===== config.mk =====
export PLATFORM = sky130hd
export DESIGN_NAME = conv_channel_err_inj
export DESIGN_NICKNAME = d
export VERILOG_FILES = /design/src/rtl/viterbi_chan_pkg.sv /design/src/rtl/lfsr_galois.sv /design/src/rtl/conv_channel_err_inj.sv
export SDC_FILE = /design/constraint.sdc
export NUM_CORES = 1
export LEC_CHECK = 0
export CORE_ASPECT_RATIO = 1.5
export CORE_UTILIZATION = 40
export DETAILED_ROUTE_END_ITERATION = 8
export PLACE_DENSITY = 0.63
export SLEW_MARGIN = 20
export SYNTH_ARGS = -nofsm -noshare
export SYNTH_HDL_FRONTEND = slang
export SYNTH_SLANG_ARGS = --single-unit

===== constraint.sdc =====
create_clock -name clk -period 10 [get_ports clk]
set_clock_uncertainty 0.1 [all_clocks]
set_input_delay 2 -clock clk [delete_from_list [all_inputs] [get_ports clk]]
set_output_delay 2 -clock clk [all_outputs]
set_load 0.02 [all_outputs]

===== src/rtl/viterbi_chan_pkg.sv =====
// Shared types and helpers for the encoder-to-decoder channel model.
package viterbi_chan_pkg;

    // Error-pattern source selected by mode_i.
    typedef enum logic [1:0] {
        CH_PASS   = 2'd0,
        CH_RAND   = 2'd1,
        CH_BURST  = 2'd2,
        CH_PERIOD = 2'd3
    } chan_mode_t;

    // Right-shifting Galois feedback mask for x^16+x^14+x^13+x^11+1
    // (exponents 16,14,13,11 land on bits 15,13,12,10).
    localparam logic [15:0] LFSR_TAPS_W16 = 16'hB400;

    // Width of the symbol and error counters.
    localparam int unsigned CT_W = 32;

    // Add 0..2 to a counter, clamping at all-ones instead of wrapping.
    function automatic logic [CT_W-1:0] sat_add(input logic [CT_W-1:0] a,
                                                input logic [1:0]      inc);
        logic [CT_W:0] sum;
        sum = {1'b0, a} + {{(CT_W-1){1'b0}}, inc};
        return sum[CT_W] ? {CT_W{1'b1}} : sum[CT_W-1:0];
    endfunction

    // Number of bits flipped by a 2-bit error mask.
    function automatic logic [1:0] popcount2(input logic [1:0] m);
        return {1'b0, m[1]} + {1'b0, m[0]};
    endfunction

endpackage


===== src/rtl/lfsr_galois.sv =====
// Galois LFSR that steps only when advance is high; a zero seed is
// replaced by 1 so the register can never lock up in the all-zero state.
module lfsr_galois #(
    parameter int unsigned  W    = 16,
    parameter logic [W-1:0] SEED = W'(1),
    parameter logic [W-1:0] TAPS = W'(1)
) (
    input  logic         clk,
    input  logic         rst,
    input  logic         advance,
    output logic [W-1:0] state
);

    localparam logic [W-1:0] INIT = (SEED == '0) ? W'(1) : SEED;

    // Shift right and fold the feedback mask in whenever the LSB falls out as 1.
    always_ff @(posedge clk or negedge rst) begin
        // NOTE: flops use non-blocking assignments so every register samples pre-edge values.
        if (!rst) begin
            state <= INIT;
        end else if (advance) begin
            state <= {1'b0, state[W-1:1]} ^ (state[0] ? TAPS : '0);
        end
    end

endmodule


===== src/rtl/conv_channel_err_inj.sv =====
// Channel model between convolutional encoder and Viterbi decoder: registers
// each 2-bit symbol, XORs in a reproducible error mask, and keeps saturating
// symbol / errored-symbol / flipped-bit counters for repeatable BER runs.
module conv_channel_err_inj
    import viterbi_chan_pkg::*;
#(
    parameter int unsigned       N         = 4,
    parameter int unsigned       LFSR_W    = 16,
    parameter logic [LFSR_W-1:0] SEED      = LFSR_W'(16'hACE1),
    parameter int unsigned       BURST_LEN = 4,
    parameter logic [LFSR_W-1:0] TAPS      = LFSR_W'(LFSR_TAPS_W16),
    // Value the counters take on reset; clear_i always returns them to zero.
    parameter logic [CT_W-1:0]   CNT_INIT  = '0
) (
    input  logic            clk,
    input  logic            rst,
    input  logic            enable_i,
    input  logic [1:0]      d_in,
    input  logic [1:0]      mode_i,
    input  logic            clear_i,
    output logic            valid_o,
    output logic [1:0]      d_out,
    output logic [1:0]      err_mask_o,
    output logic [CT_W-1:0] sym_ct_o,
    output logic [CT_W-1:0] err_sym_ct_o,
    output logic [CT_W-1:0] err_bit_ct_o
);

    // Parameter sanity checks at elaboration.
    generate
        if (N < 1 || N > 12) begin : g_bad_n
            $error("conv_channel_err_inj: N must be 1..12");
        end
        if (LFSR_W < N + 2) begin : g_bad_w
            $error("conv_channel_err_inj: LFSR_W must be at least N+2");
        end
        if (BURST_LEN < 1 || BURST_LEN > 255) begin : g_bad_burst
            $error("conv_channel_err_inj: BURST_LEN must be 1..255");
        end
    endgenerate

    // Burst FSM encoding.
    localparam logic [0:0] ST_IDLE   = 1'b0;
    localparam logic [0:0] ST_ACTIVE = 1'b1;

    // Symbols still to corrupt after the triggering one.
    localparam logic [7:0]   BURST_REM   = 8'(BURST_LEN - 1);
    localparam logic [N-1:0] PERIOD_LAST = '1;

    chan_mode_t        mode;
    logic [LFSR_W-1:0] lfsr_state;
    logic              lfsr_unused;
    logic              trig;
    logic [1:0]        rand_bits;
    logic [1:0]        mask;

    logic [0:0]        burst_state_q;
    logic [0:0]        burst_state_d;
    logic [7:0]        burst_cnt_q;
    logic [7:0]        burst_cnt_d;

    logic [CT_W-1:0]   sym_ct_q;
    logic [CT_W-1:0]   err_sym_ct_q;
    logic [CT_W-1:0]   err_bit_ct_q;

    assign mode = chan_mode_t'(mode_i);

    // Pattern source; advances once per accepted symbol so the error
    // pattern depends only on the symbol index, not on idle gaps.
    lfsr_galois #(
        .W    (LFSR_W),
        .SEED (SEED),
        .TAPS (TAPS)
    ) u_lfsr (
        .clk     (clk),
        .rst     (rst),
        .advance (enable_i),
        .state   (lfsr_state)
    );

    // Only the low N+2 bits steer decisions; the rest just feed the shift.
    assign lfsr_unused = ^lfsr_state;

    // Decisions use the LFSR value before this symbol advances it.
    assign trig      = (lfsr_state[N-1:0] == '0);
    assign rand_bits = lfsr_state[N+1:N];

    // Mask selection and burst next-state: abort on mode exit, clear wins last.
    always_comb begin
        // NOTE: every always_comb output gets a default first so no path infers a latch.
        mask          = 2'b00;
        burst_state_d = burst_state_q;
        burst_cnt_d   = burst_cnt_q;

        case (mode)
            CH_PASS: begin
                mask = 2'b00;
            end
            CH_RAND: begin
                if (trig) begin
                    mask = (rand_bits == 2'b00) ? 2'b01 : rand_bits;
                end
            end
            CH_BURST: begin
                // Gaps (enable_i low) neither start nor consume a burst.
                if (enable_i) begin
                    if (burst_state_q == ST_ACTIVE) begin
                        mask        = 2'b11;
                        burst_cnt_d = burst_cnt_q - 8'd1;
                        if (burst_cnt_q == 8'd1) begin
                            burst_state_d = ST_IDLE;
                        end
                    end else if (trig) begin
                        mask          = 2'b11;
                        burst_cnt_d   = BURST_REM;
                        burst_state_d = (BURST_REM == 8'd0) ? ST_IDLE : ST_ACTIVE;
                    end
                end
            end
            CH_PERIOD: begin
                // Pre-increment count: indices 2^N-1, 2*2^N-1, ... are hit.
                if (sym_ct_q[N-1:0] == PERIOD_LAST) begin
                    mask = 2'b01;
                end
            end
            default: begin
                mask = 2'b00;
            end
        endcase

        // Leaving burst mode drops any burst in progress in the same cycle.
        if (mode != CH_BURST) begin
            burst_state_d = ST_IDLE;
            burst_cnt_d   = 8'd0;
        end

        if (clear_i) begin
            burst_state_d = ST_IDLE;
            burst_cnt_d   = 8'd0;
        end
    end

    // Burst FSM state and remaining-symbol count.
    always_ff @(posedge clk or negedge rst) begin
        if (!rst) begin
            burst_state_q <= ST_IDLE;
            burst_cnt_q   <= 8'd0;
        end else begin
            burst_state_q <= burst_state_d;
            burst_cnt_q   <= burst_cnt_d;
        end
    end

    // Output register: data and mask hold across idle cycles, valid follows enable.
    always_ff @(posedge clk or negedge rst) begin
        if (!rst) begin
            valid_o    <= 1'b0;
            d_out      <= 2'b00;
            err_mask_o <= 2'b00;
        end else begin
            valid_o <= enable_i;
            if (enable_i) begin
                d_out      <= d_in ^ mask;
                err_mask_o <= mask;
            end
        end
    end

    // Saturating counters; a coincident clear discards the symbol's count.
    always_ff @(posedge clk or negedge rst) begin
        if (!rst) begin
            sym_ct_q     <= CNT_INIT;
            err_sym_ct_q <= CNT_INIT;
            err_bit_ct_q <= CNT_INIT;
        end else if (clear_i) begin
            sym_ct_q     <= '0;
            err_sym_ct_q <= '0;
            err_bit_ct_q <= '0;
        end else if (enable_i) begin
            sym_ct_q     <= sat_add(sym_ct_q, 2'd1);
            err_sym_ct_q <= sat_add(err_sym_ct_q, {1'b0, |mask});
            err_bit_ct_q <= sat_add(err_bit_ct_q, popcount2(mask));
        end
    end

    assign sym_ct_o     = sym_ct_q;
    assign err_sym_ct_o = err_sym_ct_q;
    assign err_bit_ct_o = err_bit_ct_q;

endmodule


After elaboration in Yosys (flattened, before gate mapping)
Cells that the tools add are included.

storage, ports and cells
  bits in registers = 126
  bits of input ports = 8
  output and inout bits = 101

cells by class
  add/subtract/negate cells = 5
  equality and inequality tests = 6
  muxes and demuxes = 30
  bitwise logic cells = 2
  reductions and logical operators = 10

operators by type and width
  operator               number
  $mux 32                9
  $mux 8                 6
  $add 32x1->33          1
  $add 32x1->33 const B  1
  $add 32x2->33          1
  $mux 16                1
  $xor 15x16->16         1
  $mux 2                 5
  $eq 8x1->1 const B     1
  $mux 1                 8
  $pmux 2 s4             1
  $sub 8x1->8 const B    1
  $reduce_bool 3->1      2
  $eq 2x2->1 const B     2
  $eq 4x4->1 const B     1
  $logic_not 2->1        2
  $logic_not 4->1        1
  $reduce_bool 4->1      1
  $reduce_and 3->1       1
  $add 1x1->2            1
  $eq 2x1->1 const B     1
  $ne 2x2->1 const B     1
  $reduce_and 2->1       1
  $reduce_bool 2->1      1
  other kinds (2)        2

Longest topological paths before layout
  depth after elaboration = 10
  depth in mapped cells = 14
  gate-level depth less buffers = 12

Modules after synthesis
Synthesis repeated with hierarchy kept, for this count alone.

second synthesis, totals
  cell total of the unflattened synthesis = 736
  area, all modules = 6870.3 sq um

by module, submodules not included
  module                instances  cells each  area each (sq um)  seq. area each (sq um)
  conv_channel_err_inj  1          696         6214.7             2752.6
  lfsr_galois           1          40          655.6              410.4

Least setup slack after synthesis
OpenSTA, ideal clock, no wires.

  path type = input -> register
  start = in mode_i[1]
  end = reg err_bit_ct_q[10] (netlist: err_bit_ct_o[10])
  arrival = 4.245 ns
  slack = 5.561 ns
  stages = 12
  cell sequence = nor2b_1 > a211oi_1 > fa_1 > inv_1 > ha_1 > and3_1 > buf_2 > nand4_4 > or3_1 > buf_2 > buf_6 > a211oi_1

between the ends
  longest elaborated chain between the ends = 7
  elaborated cells between the ends (all ways) = 10
  those cells by class = add/sub: 2; eq/ne: 3; mux: 4; reduce/logical: 1

RTL lines
  element                                   RTL line                     source
  from (decl)                               conv_channel_err_inj.sv:19   input logic [1:0] mode_i,
  $eq 2x2->1, or another cell as far along  conv_channel_err_inj.sv:95   case (mode)
  $pmux 2 s4 (*)                            conv_channel_err_inj.sv:95
  $add 1x1->2 (*)                           viterbi_chan_pkg.sv:29       return {1'b0, m[1]} + {1'b0, m[0]};
  $add 32x2->33 (*)                         viterbi_chan_pkg.sv:23       sum = {1'b0, a} + {{(CT_W-1){1'b0}}, inc};
  $mux 32 (*)                               viterbi_chan_pkg.sv:24       return sum[CT_W] ? {CT_W{1'b1}} : sum[CT_W-1:0];
  $mux 32 (*)                               conv_channel_err_inj.sv:179  end else if (enable_i) begin
  $mux 32 (*)                               conv_channel_err_inj.sv:175  end else if (clear_i) begin
  to (signal assigned)                      conv_channel_err_inj.sv:182  err_bit_ct_q <= sat_add(err_bit_ct_q, popcount2(mask));
  to (decl)                                 conv_channel_err_inj.sv:64   logic [CT_W-1:0] err_bit_ct_q;

Every way passes the cells marked *; elsewhere a longest branch is shown, timed or not. The select of a mux whose other input is x is not followed.
A chain may end at the register's enable or synchronous reset.

Worst setup path in the final report
  start = in mode_i[1]
  end = reg err_bit_ct_q[16] (netlist: err_bit_ct_o[16])

The elaborated chain is that of the path after synthesis.

==> out/qor.csv <==
metric,value,unit
status,completed,
crit_end,err_bit_ct_o[16]$_DFFE_PN0P_,
crit_path_top_delay_cell,a211oi_1,
wl,20200,µm
setup.worst_path.start,mode_i[1],
worst_pin_slew,1.09,ns
rr_endpoint,err_bit_ct_o[16]$_DFFE_PN0P_,
clock_tree.root_cell,clkbuf_16,
min_period,5.18,ns
maxCapViolCount,0,
crit_family,simple AND/OR/NAND/NOR gates,
met2_length,10600,µm
diodes,0,
dr.pass1.iters,5,
slew_headroom,0.275,
cts_max_level,4,
synth_nets,780,
wl_met3,936,µm
timing.fmax,0.193,GHz
postSynthAreaPerCell,9.14,µm²
leakage,0.00341,µW
clk_latency,0.42,ns
drt_iter0_drc,583,
numCtsBuffers,17,
critPathMaxFanout,14,
fin_util,0.521,
area_growth,26.0,%
synth.top_cells.by_count,"118 x dfrtp_1, 100 x nor2_1, 48 x nor3_1, 40 x nand3_1, 38 x nand2_1",
fillers,1540,
drive_above_1_share,0.0880,
synth_ff_type,dfrtp_1,
ir_drop,0.112,mV
netlist_area,6990,µm²
top_layer_used,met4,
placementRows,58,
reg2reg_from,u_lfsr.state[0]$_DFFE_PN1P_,
grt_use_total,0.235,
cts_resized,0,
place_hpwl,13900,µm
syn-instance-count,765,
grt_max_degree,99,
dieArea,18000,µm²
slowest_delay,0.74,ns
synth_seq_cells,126,
period_share,0.518,
cts_tree,yes,
drv_slew,0,
viasPerCell,6.18,
ys_types,60,
critical_path_class,in2reg,
overflow,0,
cts_hold_buf,0,
final_nets,866,
hold_class,reg2reg,
antenna_found_initial,0,
synth_edf_count,0,
wl_per_cell,18.8,µm
grt_pass1_wl,32600,µm
final_hold_viol_count,0,
clock-sinks,126,
vias,6641,
synth_most_common_cell,dfrtp_1,
multi_input_area,3580,µm²
hold-worst-slack,0.401,ns
cp.depth,11,
setup_viol,0,
synth.area.top_cells,"dfrtp_1 42%, nor2_1 5.4%, nor3_1 3.4%",
postCtsSetupRepairBufs,0,
drcViolationCount,0,
yosysTopAreaCell,dfrtp_1,
core_area,16900,µm²
die_h,164,µm
arrival,5.33,ns
ant_nets,0,
yosys.area.top_type_share,0.422,
async_flop_share,1.00,
gp_congestion,0.888,
grt_pass1_vias,6422,
setup_tns,0,ns
cts.clk_slew.worst_paths,0.06,ns
crit_buf_inv,2,
cp-end-kind,flip-flop,
cp-start-kind,input port,
port_buffers,108,
ys_warn_count,0,
cellPowerDensity,156,nW/µm²
pin_count,109,
wl_met1,8010,µm
yosysSeqAreaShare,0.452,
die_width,110,µm
r2r_cells,11,
required,10.15,ns
rsz0062_at_grt,false,
seqCellArea,3160,µm²
initial_core_util,0.413,
cp_cell_sequence,clkdlybuf4s50_1 -> and4b_1 -> a211oi_1 -> fa_1 -> inv_1 -> ha_1 -> and3_1 -> nand4_4 -> or3_1 -> o21a_1 -> nor3_1,
cts.path.max_buffers,2,
ff2ff_setup_slack,5.76,ns
cell families after synthesis:
logic type | after synthesis | synth area share
mux | 24 | 0.0370
xor+xnor | 6 | 0.00752
compound gates | 179 | 0.176
simple gates | 364 | 0.277
fa+ha+maj | 7 | 0.0136
flops | 126 | 0.452
buf+inv | 59 | 0.0363
per-stage QoR:
step | instance area, µm² | std cells | power (µW) | setup slack (ns)
after floorplan | 6990 | 765 | 662 | 5.56
after detailed placement | 8150 | 1042 | 706 | 4.35
after CTS | 8800 | 1074 | 1390 | 4.79
final | 8810 | 1074 | 1370 | 4.82
after global routing | 8810 | 1074 | 1430 | 4.54
after global placement | 8150 | 1042 | 700 | 4.47
power breakdown:
group	internal [µW]	switching (µW)
sequential	558	28.0
combinational	51.1	56.6
clock	454	225
total	1060	310
registers in the layout (all words and copies together) (netlist names):
register / cells
u_lfsr.state: 16
valid_o: 1
burst_state_q: 1
err_bit_ct_o: 32
err_mask_o: 2
burst_cnt_q: 8
sym_ct_o: 32
d_out: 2
err_sym_ct_o: 32
per-layer routing:
layer,up-vias,global-route usage
met4,0,0.113
li1,3094,-
met5,-,0
met1,3279,0.276
met3,48,0.0488
met2,220,0.401
cells in the final DEF (no fill, tap or decap), types with 3 or more instances in the layout:
master           instances
a21oi_1                 31
o21ai_0                 24
nand3_1                 40
dfstp_2                  8
nand4_1                 30
nor2_1                 100
xnor2_1                  6
nor4_1                  16
clkdlybuf4s50_1        105
a311oi_1                 9
nor3b_1                  4
or3_1                    5
buf_4                    6
mux2_2                  15
ha_1                     6
inv_1                   15
a41oi_1                 10
clkinv_2                 3
a31o_2                   4
nand2b_1                 3
nor2b_1                  3
nor3_1                  48
and4b_1                  3
and4_1                  18
clkbuf_16               17
or4_1                    3
nand2_1                 38
o21a_1                   6
dfrtp_1                118
o32ai_1                  4
o21bai_1                12
a31oi_1                 28
a211oi_1                32
clkinvlp_4               3
bufinv_16                5
and3_1                  33
o22ai_1                  5
and2_1                   5
mux2i_1                  9
final cells by class:
class                   instances  share of cell area
multi-input cells             580               0.407
flip-flops and latches        126               0.359
repair buffers                111               0.124
clock buffers                  21              0.0523
well taps                     210              0.0298
clock inverters                11              0.0213
inverters                      15             0.00639
worst min path at each step:
stage / end / slack (ns) / cells past startpoint / from
global placement: u_lfsr.state[10]$_DFFE_PN1P_ / 0.38 / 2 / u_lfsr.state[10]$_DFFE_PN1P_
global route: u_lfsr.state[9]$_DFFE_PN0P_ / 0.43 / 1 / u_lfsr.state[9]$_DFFE_PN0P_
detailed placement: u_lfsr.state[10]$_DFFE_PN1P_ / 0.39 / 2 / u_lfsr.state[10]$_DFFE_PN1P_
finish: u_lfsr.state[10]$_DFFE_PN1P_ / 0.40 / 2 / u_lfsr.state[10]$_DFFE_PN1P_
CTS: u_lfsr.state[10]$_DFFE_PN1P_ / 0.40 / 2 / u_lfsr.state[10]$_DFFE_PN1P_
floorplan: u_lfsr.state[10]$_DFFE_PN1P_ / 0.36 / 2 / u_lfsr.state[10]$_DFFE_PN1P_
worst register-to-register path, cell delays in order (launching register included):
cell      delay (ns)
dfstp_2         0.41
nor4_1          0.73
o21a_1          0.30
a211oi_1        0.24
fa_1            0.48
inv_1           0.11
ha_1            0.19
and3_1          0.33
nand4_4         0.21
or3_1           0.70
o21a_1          0.21
nor3_1          0.17
(Power assumes the default switching activity.)
